`config.mk`:
```
export PLATFORM = sky130hd
export DESIGN_NAME = wishbone_arbiter
export DESIGN_NICKNAME = d
export VERILOG_FILES = /design/src/rtl/wishbone_pkg.sv /design/src/rtl/rr_arbiter.sv /design/src/rtl/wishbone_arbiter.sv
export SDC_FILE = /design/constraint.sdc
export NUM_CORES = 1
export LEC_CHECK = 0
export BUFFER_PORTS_ARGS = -buffer_cell sky130_fd_sc_hd__clkbuf_2
export CAP_MARGIN = 20
export CORE_UTILIZATION = 40
export CTS_BUF_LIST = sky130_fd_sc_hd__clkbuf_4 sky130_fd_sc_hd__clkbuf_8
export CTS_CLUSTER_SIZE = 8
export DETAILED_ROUTE_END_ITERATION = 10
export PLACE_DENSITY = 0.79
export SETUP_SLACK_MARGIN = 0.2
export SYNTH_ARGS = -nofsm -noshare
export SYNTH_HDL_FRONTEND = slang
export SYNTH_SLANG_ARGS = --single-unit
```
`constraint.sdc`:
```
create_clock -name clk -period 2.2 [get_ports clk]
set_input_delay 0.11 -clock clk [delete_from_list [all_inputs] [get_ports clk]]
set_output_delay 0.11 -clock clk [all_outputs]
set_load 0.05 [all_outputs]
```
`src/rtl/wishbone_pkg.sv`:
```
// Shared definitions for the classic-Wishbone arbiter: FSM encoding and
// the sizing helper for the stall/timeout counter.
package wishbone_pkg;

  typedef enum logic [1:0] {
    IDLE  = 2'd0,
    OWNED = 2'd1,
    ERR   = 2'd2
  } arbState_e;

  // A timeout of 0 still needs a 1-bit counter so the declaration stays legal.
  function automatic int cntWidth(input int timeout);
    int w;
    w = $clog2(timeout + 1);
    return (w < 1) ? 1 : w;
  endfunction

endpackage

```
`src/rtl/rr_arbiter.sv`:
```
// Combinational round-robin picker: searches from ptr_i+1 upward (wrapping)
// and returns the first requester as a one-hot vector plus its index.
module rr_arbiter #(
  parameter int N  = 2,
  parameter int PW = 1
) (
  input  logic [N-1:0]  req_i,
  input  logic [PW-1:0] ptr_i,
  output logic [N-1:0]  gnt_o,
  output logic [PW-1:0] idx_o
);

  logic          found;
  logic [PW-1:0] cand;

  always_comb begin
    gnt_o = '0;
    idx_o = '0;
    found = 1'b0;
    cand  = '0;
    for (int i = 1; i <= N; i++) begin
      cand = PW'((int'(ptr_i) + i) % N);
      if (!found && req_i[cand]) begin
        gnt_o[cand] = 1'b1;
        idx_o       = cand;
        found       = 1'b1;
      end
    end
  end

endmodule

```
`src/rtl/wishbone_arbiter.sv`:
```
// N-master to 1-slave classic Wishbone arbiter with round-robin ownership,
// block-transfer hold and a stalled-slave timeout that reports m_err.
module wishbone_arbiter
  import wishbone_pkg::*;
#(
  parameter int NUM_MASTERS = 2,
  parameter int ADR_WIDTH   = 8,
  parameter int DAT_WIDTH   = 8,
  parameter int SEL_WIDTH   = DAT_WIDTH / 8,
  parameter int TIMEOUT     = 255
) (
  input  logic                             clk,
  input  logic                             rst,
  input  logic [NUM_MASTERS*ADR_WIDTH-1:0] m_adr,
  input  logic [NUM_MASTERS*DAT_WIDTH-1:0] m_datwr,
  input  logic [NUM_MASTERS*SEL_WIDTH-1:0] m_sel,
  input  logic [NUM_MASTERS-1:0]           m_we,
  input  logic [NUM_MASTERS-1:0]           m_stb,
  input  logic [NUM_MASTERS-1:0]           m_cyc,
  output logic [NUM_MASTERS*DAT_WIDTH-1:0] m_datrd,
  output logic [NUM_MASTERS-1:0]           m_ack,
  output logic [NUM_MASTERS-1:0]           m_err,
  output logic [ADR_WIDTH-1:0]             s_adr,
  output logic [DAT_WIDTH-1:0]             s_datwr,
  output logic [SEL_WIDTH-1:0]             s_sel,
  output logic                             s_we,
  output logic                             s_stb,
  output logic                             s_cyc,
  input  logic [DAT_WIDTH-1:0]             s_datrd,
  input  logic                             s_ack,
  output logic [NUM_MASTERS-1:0]           grant,
  output logic                             timeout_evt
);

  localparam int PW = (NUM_MASTERS > 1) ? $clog2(NUM_MASTERS) : 1;
  localparam int CW = cntWidth(TIMEOUT);

  arbState_e            state_q, state_d;
  logic [NUM_MASTERS-1:0] grant_q, grant_d;
  logic [PW-1:0]        owner_q, owner_d;
  logic [PW-1:0]        lastOwner_q, lastOwner_d;
  logic [CW-1:0]        cnt_q, cnt_d;
  logic [NUM_MASTERS-1:0] winGnt;
  logic [PW-1:0]        winIdx;
  logic                 owned;
  logic                 inErr;

  // Only m_cyc competes; a bare m_stb never wins the bus.
  rr_arbiter #(
    .N  (NUM_MASTERS),
    .PW (PW)
  ) u_rr (
    .req_i (m_cyc),
    .ptr_i (lastOwner_q),
    .gnt_o (winGnt),
    .idx_o (winIdx)
  );

  always_comb begin
    state_d     = state_q;
    grant_d     = grant_q;
    owner_d     = owner_q;
    lastOwner_d = lastOwner_q;
    cnt_d       = cnt_q;
    case (state_q)
      IDLE: begin
        cnt_d = '0;
        if (|m_cyc) begin
          state_d = OWNED;
          grant_d = winGnt;
          owner_d = winIdx;
        end
      end
      OWNED: begin
        if (!m_cyc[owner_q]) begin
          state_d     = IDLE;
          grant_d     = '0;
          lastOwner_d = owner_q;
          cnt_d       = '0;
        end else if (s_stb && !s_ack) begin
          // An ack in the would-be timeout cycle takes the other branch and wins.
          if ((TIMEOUT > 0) && ((int'(cnt_q) + 1) == TIMEOUT)) begin
            state_d = ERR;
            cnt_d   = '0;
          end else begin
            cnt_d = cnt_q + CW'(1);
          end
        end else if (s_ack) begin
          cnt_d = '0;
        end
      end
      ERR: begin
        state_d = OWNED;
        cnt_d   = '0;
      end
      default: begin
        state_d = IDLE;
        grant_d = '0;
        cnt_d   = '0;
      end
    endcase
  end

  always_ff @(posedge clk) begin
    if (rst) begin
      state_q     <= IDLE;
      grant_q     <= '0;
      owner_q     <= '0;
      lastOwner_q <= PW'(NUM_MASTERS - 1);
      cnt_q       <= '0;
    end else begin
      state_q     <= state_d;
      grant_q     <= grant_d;
      owner_q     <= owner_d;
      lastOwner_q <= lastOwner_d;
      cnt_q       <= cnt_d;
    end
  end

  // Gating with rst drops ownership in the very cycle reset is raised.
  assign owned = (state_q == OWNED) && !rst;
  assign inErr = (state_q == ERR) && !rst;

  assign s_adr       = m_adr[int'(owner_q)*ADR_WIDTH +: ADR_WIDTH];
  assign s_datwr     = m_datwr[int'(owner_q)*DAT_WIDTH +: DAT_WIDTH];
  assign s_sel       = m_sel[int'(owner_q)*SEL_WIDTH +: SEL_WIDTH];
  assign s_we        = owned && m_we[owner_q];
  assign s_cyc       = owned && m_cyc[owner_q];
  assign s_stb       = owned && m_cyc[owner_q] && m_stb[owner_q];
  assign m_datrd     = {NUM_MASTERS{s_datrd}};
  assign m_ack       = (owned && s_ack) ? grant_q : '0;
  assign m_err       = inErr ? grant_q : '0;
  assign timeout_evt = inErr;
  assign grant       = rst ? '0 : grant_q;

endmodule
```
# [Word-level counts from Yosys, hierarchy flattened]
# Index checks and enable logic that the tools add are counted.
[op_classes] shifts=3 order_cmp=5 n_bitwise=4 reduce_logical=21 n_eq_ne=7 mux=33 n_addsub=4
[op_table] operator="$shiftx A16 B5 Y8" count=2
[op_table] operator="$mux W8" count=3
[op_table] operator="$mux W2" count=11
[op_table] operator="$mux W1" count=15
[op_table] operator="$pmux W2 S3" count=2
[op_table] operator="$logic_and A1 B1 Y1" count=10
[op_table] operator="$add A8 B1 Y9 const B" count=1
[op_table] operator="$eq A9 B8 Y1 const B" count=1
[op_table] operator="$add A8 B1 Y8 const B" count=1
[op_table] operator="$lt A1 B2 Y1 const B" count=3
[op_table] operator="$ne A3 B3 Y1 const B" count=2
[op_table] operator="$reduce_and A3 Y1" count=2
[op_table] operator="$ne A2 B2 Y1 const B" count=2
[op_table] operator="$reduce_and A2 Y1" count=2
[op_table] operator="$logic_not A1 Y1" count=3
[op_table] operator="$not A1 Y1" count=3
[op_table] operator="$reduce_or A3 Y1" count=1
[op_table] operator="$add A1 B1 Y1 const B" count=2
[op_table] operator="$demux W1 S1" count=2
[op_table] operator="$eq A2 B1 Y1 const B" count=1
[op_table] operator="$eq A2 B2 Y1 const B" count=1
[op_table] operator="$ge A1 B1 Y1 const B" count=2
[op_table] operator="$logic_not A2 Y1" count=1
[op_table] operator="$or A2 B2 Y2" count=1
[op_table] operator="3 further kinds" count=3
[word_totals] reg_bits=14 wordCells=82

# [Logic depth before layout (Yosys ltp)]
[depth] depth_word=10 ltp_mapped=7 depth_no_buf=7

# [Hierarchy]
# From an unflattened synthesis, not the netlist that was laid out.
[hier_totals] hier_cells=154 area_unflattened_um2=1266.2
[by_module_without_submodules] mod="wishbone_arbiter" cells_each=150 n_inst=1 area_each_um2=1239.9
[by_module_without_submodules] mod="rr_arbiter" cells_each=4 n_inst=1 area_each_um2=26.3

# [Least setup slack after synthesis]
# Ideal clock, no wire load.
[synth_timing] path_kind="register to output" start="register state_q[1]" end="output m_err[0]" t_arrival_ns=2.158 path_stages_with_launch=3 path_buffers=0 required_ns=2.090 setup_slack_ns=-0.068 cell_sequence="dfxtp_1 -> nor3b_1 -> and2_1"
[synth_between] elab_chain_len=3
[synth_lines] element="start, declared" line_no="wishbone_arbiter.sv:38" source="arbState_e state_q, state_d;"
[synth_lines] element="start signal, assigned" line_no="wishbone_arbiter.sv:112" source="state_q <= state_d;"
[synth_lines] element="$eq A2 B2 Y1" line_no="wishbone_arbiter.sv:122" source="assign inErr = (state_q == ERR) && !rst;"
[synth_lines] element="$logic_and A1 B1 Y1" line_no="wishbone_arbiter.sv:122"
[synth_lines] element="named net timeout_evt" line_no="wishbone_arbiter.sv:32" source="output logic timeout_evt"
[synth_lines] element="$mux W2" line_no="wishbone_arbiter.sv:132" source="assign m_err = inErr ? grant_q : '0;"
[synth_lines] element="end, declared" line_no="wishbone_arbiter.sv:22" source="output logic [NUM_MASTERS-1:0] m_err,"
# The timed path passes the listed nets, and every way through them passes these cells.

# [Worst setup path in the final report]
[layout_timing] start="register cnt_q[0]" end="register cnt_q[4]"
[layout_between] elab_chain_len=4
[layout_lines] element="start, declared" line_no="wishbone_arbiter.sv:42" source="logic [CW-1:0] cnt_q, cnt_d;"
[layout_lines] element="start signal, assigned" line_no="wishbone_arbiter.sv:116" source="cnt_q <= cnt_d;"
[layout_lines] element="$add A8 B1 Y9" line_no="wishbone_arbiter.sv:82" source="if ((TIMEOUT > 0) && ((int'(cnt_q) + 1) == TIMEOUT)) begin"
[layout_lines] element="$eq A9 B8 Y1" line_no="wishbone_arbiter.sv:82"
[layout_lines] element="$mux W8 *" line_no="wishbone_arbiter.sv:82"
[layout_lines] element="$mux W8 *" line_no="wishbone_arbiter.sv:80" source="end else if (s_stb && !s_ack) begin"
# Mark *: on every way between the ends. The rest lies on a longest branch, timed or not.
# A chain may end at the register's enable or synchronous reset.

==> flow_summary.toml <==
[run_status]
outcome = "finished clean"

[setup_path]
cp-start-kind = "flip-flop"
rr_worst_depth = 7
r2r_slack_ns = 0.37
reg2reg_to = "cnt_q[4]$_SDFFE_PP0P_"
critical-path-max-stage-delay_ns = 0.44
path_cells = "inv_1 -> ha_1 -> and4_1 -> o21a_1 -> a311oi_4 -> and3_1 -> a221o_2"
critPathKind = "flip-flop to flip-flop"
cp_slowest_cell = "a311oi_4"
r2r_start = "cnt_q[0]$_SDFFE_PP0P_"
crit_path_max_fanout = 9
crit_arrival_ns = 2.07
endpoint_kind = "flip-flop"
cp_data_required_time_ns = 2.44

[sta]
fin_crit_ns = 1.833
skew_ns = 0.002085
hold_viol_final = 0
rsz0062_at_grt = "false"
hold_slack_ns = 0.1806
slew_headroom = 0.7195
final.setup.tns_ns = 0
worstMarginPinSlew_ns = 0.4191
fmax_mhz = 545.5
setup_slack_ns = 0.3668
final_max_slew_viol_count = 0
setup_violations = 0
post-route-period-util = 0.8333

[clock_network]
cts_made_buffers = 3
clk_latency_ns = 0.29
cts_max_level = 1
postCtsResizedCells = 0
clk_pin_slew_ns = 0.09
root_buffer = "clkbuf_4"
tritoncts = "done"
hold_buffers = 0
clk_path_buf_depth = 2
post_cts_buffers = 0
cts.sinks = 14

[die]
die_h_um = 55.82
ios = 94
core_area_um2 = 2758
initial_utilization = 0.4201
row_count = 19
dieArea_um2 = 3116
die_w_um = 55.82

[synthesis]
syn-instance-count = 141
synth-seq-cells = 14
syn_area_per_cell_um2 = 8.217
ys_seq_area_frac = 0.2419
synth_top_family_by_area = "simple AND/OR/NAND/NOR gates"
syn_nets = 194
synthSimpleGateAreaFrac = 0.2279
synth_xor_area_frac = 0.007559
synth.cell_area_um2 = 1159
synth-compound-area-share = 0.1425
synthMuxAreaShare = 0.2192
ys_types = 31
yosysWarningCount = 0
synthAdderAreaFrac = 0.02160

[global_routing]
overflow = 0
grt_pass1_vias = 1127
grt_pass1_wl_um = 4629
grt.total_usage = 0.1857
antenna_found_initial = 0
grt_max_degree = 25

[worst_hold_path]
worstHoldStart = "m_cyc[0]"
min_to = "state_q[0]$_SDFFE_PP0P_"
hp-class = "input pin to flip-flop"
hold_depth = 3

[routing]
ant_nets = 0
first_iter_violations = 17
viasPerCell = 5.251
remaining_drc_errors = 0
vias = 1192
wl_per_cell_um = 12.46
drt-pass1-iter-count = 4
wirelength_um = 2828

[cells_and_area]
drive_above_1_share = 0.5204
utilization = 0.5363
final_area_um2 = 1479
diodes = 0
finish.net_count = 250
final_cells = 227
area_growth_pct = 27.65
seq_area_um2 = 280.3
fillers = 264
multi_input_area_um2 = 733.2

[power]
pwr_density_cell_nw_per_um2 = 528.9
ir_worst_vdd_v = 0.0003042
power_leakage_nw = 0.7120
fin_total_pwr_mw = 0.7822

[placement]
dp_hpwl_um = 2266
finalWeightedCongestion = 0.8759
dp_slack_ns = 0.4174
port_buffers = 69
place_inst = 223
placed_area_um2 = 1443

[run]
drv_cap = 0
power by group:
part | switching (mW) | internal, mW
Sequential | 0.00732 | 0.262
Clock | 0.0898 | 0.101
Combinational | 0.210 | 0.112
critical path: cells and delay by family (launching register included):
| family | cells | cell delay, ns |
|---|---|---|
| buffers and inverters | 1 | 0.08 |
| flip-flops | 1 | 0.40 |
| adder cells (fa/ha/maj) | 1 | 0.19 |
| AND/OR/NAND/NOR | 2 | 0.41 |
| AO/OA/AOI/OAI | 3 | 0.69 |
area by class of cell:
class / count / share of cell area
clock buffer: 4 / 0.02453
inverter: 4 / 0.01015
multi-input combinational: 101 / 0.4958
sequential: 14 / 0.1895
tap: 31 / 0.02623
timing repair buffer: 73 / 0.2538
flip-flops by register name (all words and copies together), names as in the netlist:
name / count
grant_q: 2
lastOwner_q: 1
state_q: 2
owner_q: 1
cnt_q: 8
worst max-delay path by stage:
| stage | start | end | cells past startpoint | slack, ns |
|---|---|---|---|---|
| after global routing | cnt_q[0]$_SDFFE_PP0P_ | cnt_q[4]$_SDFFE_PP0P_ | 7 | 0.25 |
| after floorplan | owner_q$_SDFFE_PP0P_ | cnt_q[4]$_SDFFE_PP0P_ | 6 | 0.34 |
| after CTS | cnt_q[0]$_SDFFE_PP0P_ | cnt_q[4]$_SDFFE_PP0P_ | 7 | 0.38 |
| after detailed placement | owner_q$_SDFFE_PP0P_ | cnt_q[4]$_SDFFE_PP0P_ | 5 | 0.42 |
| final | cnt_q[0]$_SDFFE_PP0P_ | cnt_q[4]$_SDFFE_PP0P_ | 7 | 0.37 |
| after global placement | owner_q$_SDFFE_PP0P_ | cnt_q[4]$_SDFFE_PP0P_ | 5 | 0.43 |
routing by layer:
metal / part of all wire / GRT usage / wire length, um / vias up
li1: - / - / - / 598
met1: 0.41 / 0.2095 / 1173 / 541
met2: 0.51 / 0.3391 / 1431 / 42
met3: 0.063 / 0.03721 / 177 / 11
met4: 0.016 / 0.07666 / 46 / 0
met5: 0 / 0 / 0 / -
cell usage after synthesis:
cell type	instances	share of area
o2bb2ai_1	1	0.0076
a221o_2	1	0.0097
nor2_1	10	0.032
or4_4	1	0.0097
dfxtp_1	14	0.24
nor4_1	1	0.0054
clkbuf_1	5	0.016
xnor2_1	1	0.0076
o21ai_0	6	0.026
mux2_2	19	0.18
a311oi_4	1	0.023
and4_1	1	0.0076
nor3b_1	1	0.0065
o22ai_1	2	0.011
a21oi_1	6	0.026
o21a_1	3	0.019
inv_1	4	0.013
o22a_1	1	0.0076
a22oi_1	1	0.0065
ha_1	2	0.022
buf_4	17	0.11
nand3_1	7	0.030
nand2b_1	2	0.011
mux2i_1	4	0.035
and2_1	2	0.011
and3_1	4	0.022
nor2b_1	4	0.022
or3_1	1	0.0054
nor3_1	7	0.030
o21bai_1	1	0.0065
nand2_1	11	0.036
cell usage in the layout, fill, tap and decap left out, types with 2 or more instances in the layout:
cell,n
clkbuf_2,69
mux2_2,19
dfxtp_1,14
nand2_1,11
nor2_1,10
nand3_1,7
nor3_1,6
o21ai_0,6
a21oi_1,6
mux2i_1,4
inv_1,4
nor2b_1,4
and3_1,4
buf_4,4
o21a_1,3
clkbuf_4,3
nand2b_1,2
and2_1,2
o22ai_1,2
ha_1,2
logic make-up (layout without fill, tap and decap cells):
logic type,count (synthesis),in the layout
buffers and inverters,26,81
AND/OR/NAND/NOR,52,52
flip-flops,14,14
AO/OA/AOI/OAI,23,23
multiplexers,23,23
XOR/XNOR,1,1
adder cells (fa/ha/maj),2,2
Note: power is estimated with default switching activity, not from simulation.
